<file path="src/rtl/kms_serial_rx_if.sv">
// Payload handshake bundle for the KMS serial receiver.
// master drives data/data_valid; slave returns data_ready.
interface kms_serial_rx_if #(
   parameter int DATA_W = 40
) ();
   logic [DATA_W-1:0] data;
   logic              data_valid;
   logic              data_ready;

   modport master (
      output data,
      output data_valid,
      input  data_ready
   );

   modport slave (
      input  data,
      input  data_valid,
      output data_ready
   );
endinterface

</file>
<file path="src/rtl/kms_serial_rx.sv">
// KMS link frame receiver: start, DATA_W payload bits, [parity], guard, stop.
// Optional odd-parity check is enabled by defining KMS_RX_PARITY_EN.
module kms_serial_rx #(
   parameter int DATA_W    = 40,
   parameter int MSB_FIRST = 1
) (
   input  logic             clk,
   input  logic             rst,
   input  logic             si,
   kms_serial_rx_if.master  rx,
   output logic             overrun,
   output logic             stop_err,
   output logic             parity_err,
   output logic             link_reset,
   output logic             busy
);

   localparam int CW = $clog2(DATA_W + 1);
   localparam logic [CW-1:0] LAST = CW'(DATA_W - 1);

   typedef enum logic [2:0] {
      S_IDLE,
      S_DATA,
`ifdef KMS_RX_PARITY_EN
      S_PAR,
`endif
      S_GUARD,
      S_STOP,
      S_LINKRST
   } state_t;

   state_t            state_q, state_d;
   logic [CW-1:0]     count_q, count_d;
   logic [DATA_W-1:0] shift_q, shift_d;
   logic [DATA_W-1:0] data_q, data_d;
   logic              all_ones_q, all_ones_d;
   logic              dv_q, dv_d;
   logic              ov_q, ov_d;
   logic              se_q, se_d;
   logic              lr_q, lr_d;
   logic              deliver;
`ifdef KMS_RX_PARITY_EN
   logic              par_ok_q, par_ok_d;
   logic              pe_q, pe_d;
`endif

   always_comb begin
      state_d    = state_q;
      count_d    = count_q;
      shift_d    = shift_q;
      data_d     = data_q;
      all_ones_d = all_ones_q;
      dv_d       = dv_q & ~rx.data_ready;
      ov_d       = 1'b0;
      se_d       = 1'b0;
      lr_d       = lr_q;
      deliver    = 1'b0;
`ifdef KMS_RX_PARITY_EN
      par_ok_d   = par_ok_q;
      pe_d       = 1'b0;
`endif
      unique case (state_q)
         S_IDLE: begin
            if (si) begin
               state_d    = S_DATA;
               count_d    = '0;
               all_ones_d = 1'b1;
            end
         end
         S_DATA: begin
            if (MSB_FIRST != 0) shift_d = {shift_q[DATA_W-2:0], si};
            else                shift_d = {si, shift_q[DATA_W-1:1]};
            all_ones_d = all_ones_q & si;
            count_d    = count_q + CW'(1);
            if (count_q == LAST) begin
`ifdef KMS_RX_PARITY_EN
               state_d = S_PAR;
`else
               state_d = S_GUARD;
`endif
            end
         end
`ifdef KMS_RX_PARITY_EN
         S_PAR: begin
            // odd parity: payload plus parity bit must hold an odd count of ones
            par_ok_d = ^{shift_q, si};
            state_d  = S_GUARD;
         end
`endif
         S_GUARD: begin
`ifdef KMS_RX_PARITY_EN
            deliver = par_ok_q;
            pe_d    = ~par_ok_q;
`else
            deliver = 1'b1;
`endif
            if (deliver) begin
               data_d = shift_q;
               dv_d   = 1'b1;
               ov_d   = dv_q & ~rx.data_ready;
            end
            state_d = S_STOP;
         end
         S_STOP: begin
            if (si && all_ones_q) begin
               state_d = S_LINKRST;
               lr_d    = 1'b1;
            end else begin
               se_d    = si;
               state_d = S_IDLE;
            end
         end
         S_LINKRST: begin
            if (!si) begin
               state_d = S_IDLE;
               lr_d    = 1'b0;
            end
         end
         default: state_d = S_IDLE;
      endcase
   end

   always_ff @(posedge clk) begin
      if (rst) begin
         state_q    <= S_IDLE;
         count_q    <= '0;
         shift_q    <= '0;
         data_q     <= '0;
         all_ones_q <= 1'b0;
         dv_q       <= 1'b0;
         ov_q       <= 1'b0;
         se_q       <= 1'b0;
         lr_q       <= 1'b0;
`ifdef KMS_RX_PARITY_EN
         par_ok_q   <= 1'b0;
         pe_q       <= 1'b0;
`endif
      end else begin
         state_q    <= state_d;
         count_q    <= count_d;
         shift_q    <= shift_d;
         data_q     <= data_d;
         all_ones_q <= all_ones_d;
         dv_q       <= dv_d;
         ov_q       <= ov_d;
         se_q       <= se_d;
         lr_q       <= lr_d;
`ifdef KMS_RX_PARITY_EN
         par_ok_q   <= par_ok_d;
         pe_q       <= pe_d;
`endif
      end
   end

   assign rx.data       = data_q;
   assign rx.data_valid = dv_q;
   assign overrun       = ov_q;
   assign stop_err      = se_q;
   assign link_reset    = lr_q;
   assign busy          = (state_q != S_IDLE);
`ifdef KMS_RX_PARITY_EN
   assign parity_err    = pe_q;
`else
   assign parity_err    = 1'b0;
`endif

endmodule

</file>
<file path="src/flat_wrapper.sv">
// flat-port wrapper written by rule: the top's interface ports become plain ports
module kms_serial_rx_flat 
#(
   parameter int DATA_W    = 40,
   parameter int MSB_FIRST = 1
)
  (clk, rst, si, overrun, stop_err, parity_err, link_reset, busy, rx_data, rx_data_valid, rx_data_ready);
  kms_serial_rx_if #(.DATA_W(DATA_W)) rx_i ();
  input  logic clk;
  input  logic rst;
  input  logic si;
  output logic overrun;
  output logic stop_err;
  output logic parity_err;
  output logic link_reset;
  output logic busy;
  output wire logic [$bits(rx_i.data)-1:0] rx_data;
  output wire logic [$bits(rx_i.data_valid)-1:0] rx_data_valid;
  input wire logic [$bits(rx_i.data_ready)-1:0] rx_data_ready;
  assign rx_data = rx_i.data;
  assign rx_data_valid = rx_i.data_valid;
  assign rx_i.data_ready = rx_data_ready;
  kms_serial_rx #(.DATA_W(DATA_W), .MSB_FIRST(MSB_FIRST)) u_core (.clk(clk), .rst(rst), .si(si), .rx(rx_i), .overrun(overrun), .stop_err(stop_err), .parity_err(parity_err), .link_reset(link_reset), .busy(busy));
endmodule
</file>
<file path="config.mk">
export PLATFORM = sky130hd
export DESIGN_NAME = kms_serial_rx_flat
export DESIGN_NICKNAME = d
export VERILOG_FILES = /design/src/rtl/kms_serial_rx_if.sv /design/src/rtl/kms_serial_rx.sv /design/src/flat_wrapper.sv
export SDC_FILE = /design/constraint.sdc
export NUM_CORES = 1
export LEC_CHECK = 0
export ABC_AREA = 1
export ABC_CLOCK_PERIOD_IN_PS = 1320
export CAP_MARGIN = 20
export CORE_MARGIN = 10
export CORE_UTILIZATION = 25
export CTS_CLUSTER_DIAMETER = 30
export DETAILED_ROUTE_END_ITERATION = 8
export PLACE_DENSITY_LB_ADDON = 0.2
export SETUP_SLACK_MARGIN = 0.05
export SLEW_MARGIN = 20
export SYNTH_ARGS = -nofsm -noshare
export SYNTH_HDL_FRONTEND = slang
export SYNTH_SLANG_ARGS = --single-unit
</file>
<file path="constraint.sdc">
create_clock -name clk -period 1.32 [get_ports clk]
set_clock_uncertainty 0.2 [all_clocks]
set_input_delay 0.33 -clock clk [delete_from_list [all_inputs] [get_ports clk]]
set_output_delay 0.33 -clock clk [all_outputs]
set_load 0.05 [all_outputs]
</file>
==> run metrics <==
synthesized area per cell 7.83 um^2; non-filler cells, final roughly 710; placed cells 653; DP HPWL around 5.5 mm; Initial Util between 20% and 30%; Distinct cells, synth 24; global router's overall resource usage 9.66%; CTS Buf Count 9; initial antenna violation count 0; Core ar. between 10000 and 15000 um^2; Max Slew Vio Count 0; CTS Sinks 94; CTS tree done; Mapped Area roughly 3400 um^2; PortBufs 48; max_cap viols 0; DR iter-0 viols about 200; Reg clk slew, reported paths 0.06 ns; Worst EP required approximately 0.79 ns; Root Buffer clkbuf_16; DRC viols 0; final hold violation count 0; Period minus WS final 1.61 ns; Crit path arrival time 1.08 ns; # rows 42; commonest non-fill, non-tap cells in the layout nand2_1 (75), buf_12 (58), nor2_1 (53); synthesis-stage register bit count 94; setup ws final -0.292 ns; total number of vias about 3100; Placer Congestion 0.708; n_diodes 0; outcome finished with violations; RSZ-0062 raised after global routing yes; largest delay contributor family on the critical path flip-flops; CP bufs+invs 2; vias per cell 4.44; Critical Path End Type primary output; setup TNS -17.06 ns; total grt overflow 0; sequential area share after synthesis 55.3%; Post-Syn Instances 435; drt first pass iters 4; Crit Path Class reg -> out; Startpoint Class flop; Leak Pwr between 2 and 2.5 nW; IO Count 50; Horiz. Die Dim 137 um; share of layout cells above drive strength 1 50.1%; most common cell after layout, fill and taps aside nand2_1; # setup viols final 137; die height between 100 and 150 um; crit path max fanout 2; Mapped Nets 440; largest net degree at the start of global routing 31; global-route wire length before repair approximately 14 mm; multi-input combinational cell area 1740 um^2; total power 7.40 mW; Ys Warns 0; DR WL/cell 13.5 um; vias in the first global route 2972; Max Fclk ~620 MHz; Max clock buf depth 2; worst hold path type reg -> reg; fin nets 533; CP peak stage delay roughly 0.34 ns; sequential cell area around 2000 um^2; Fillers 1255; period utilisation layout 122%; # H-tree levels 3; critical path, cell by cell nor2_4 > buf_6 > nand2_4 > buf_12; P&R area growth vs syn 79.9%; Critical-path top delay cell dfxtp_2; pwr dens 1210 nW/um^2; clk_lat worst skew 0.33 ns; die area around 19000 um^2; VDD IR-drop max 0.629 mV; final wirelength roughly 9.6 mm; Detail Route Antenna Nets 0; violated checks setup timing
cell families (layout without fill, tap and decap cells):
logic type,Yosys count,count (layout),synth area share [%]
and+or+nand+nor,193,193,22.5
AOI/OAI and AO/OA,101,101,14.9
DFF,94,94,55.3
buffers and inverters,45,143,6.84
adders and majority gates,1,1,0.367
other,1,1,0.110
stage by stage:
stage | cell area (um^2) | hold slack [ns] | worst slack (ns) | utilization, %
after CTS | 5400 | 0.241 | -0.301 | 40.6
after global routing | 6120 | 0.288 | -0.346 | 46.1
final | 6120 | 0.253 | -0.292 | 46.1
after detailed placement | 4640 | 0.249 | -0.339 | 34.9
after global placement | 4640 | 0.246 | -0.332 | 34.9
after floorplan | 3430 | 0.220 | 0.0338 | -
power breakdown:
group / total, mW / switching [mW] / internal (mW)
clock: 2.61 / 1.04 / 1.57
combinational: 1.73 / 0.857 / 0.870
sequential: 3.06 / 0.119 / 2.94
final timing paths:
kind              depth (start not counted)               from                 to  slack (ns)
setup reg to reg                         11  u_core.state_q[2]  u_core.count_q[3]       -0.26
hold / removal                            1  u_core.all_ones_q    u_core.stop_err        0.25
hold reg to reg                           1  u_core.all_ones_q    u_core.stop_err        0.25
setup / recovery                          4  u_core.state_q[2]               busy       -0.29
worst reg2reg max path: stages, from the launching register on:
cell	delay [ns]
dfxtp_2	0.34
buf_4	0.14
inv_4	0.07
nand2_4	0.05
nor2_4	0.15
buf_12	0.15
buf_12	0.10
buf_8	0.10
nand2_1	0.04
nand2_1	0.05
nand2_1	0.05
nor2_1	0.07
layout make-up:
type | instances | area share, %
multi-input combinational | 296 | 28.3
clock inverter | 3 | 0.695
inverter | 17 | 1.29
clock buffer | 13 | 4.25
sequential | 94 | 32.7
timing repair buffer | 110 | 29.2
tap | 176 | 3.60
sequential cells by signal, indices dropped and copies added (netlist names):
register	count
u_core.count_q	6
u_core.rx.data	40
u_core.shift_q	40
u_core.link_reset	1
u_core.rx.data_valid	1
u_core.state_q	3
u_core.all_ones_q	1
u_core.stop_err	1
u_core.overrun	1
layer usage:
layer	vias to the layer above	routed length, um	share of wire (%)	global-route usage [%]
met2	60	4860	51	16.1
met3	7	455	4.8	2.75
li1	1592	-	-	-
met5	-	0	0	0
met1	1489	4130	43	11.2
met4	0	110	1.2	4.32
cell usage after synthesis:
master,number,area [um^2]
nor2_4,1,11.3
o21ai_0,44,220
nor2_1,82,308
nand3b_1,1,7.51
buf_1,1,3.75
nand3_2,1,10.0
clkbuf_1,11,41.3
nor4_1,1,6.26
nor2_2,1,6.26
buf_4,5,37.5
buf_6,5,56.3
nand2_1,92,345
inv_1,15,56.3
inv_2,2,7.51
nand3_1,12,60.1
nor3_1,1,5.00
o21ai_1,3,15.0
nand2_2,1,6.26
conb_1,1,3.75
buf_2,6,30.0
a21oi_1,53,265
o211ai_1,1,7.51
dfxtp_1,94,1880
ha_1,1,12.5
timing repair:
action	4_1_cts	5_1_grt
setup buffers	13	21
resized for setup	89	164
hold buffers	0	0
gates cloned	7	5
pin swaps	6	27
endpoints found under the setup margin	135	138
Note: power is estimated with default switching activity, not from simulation.
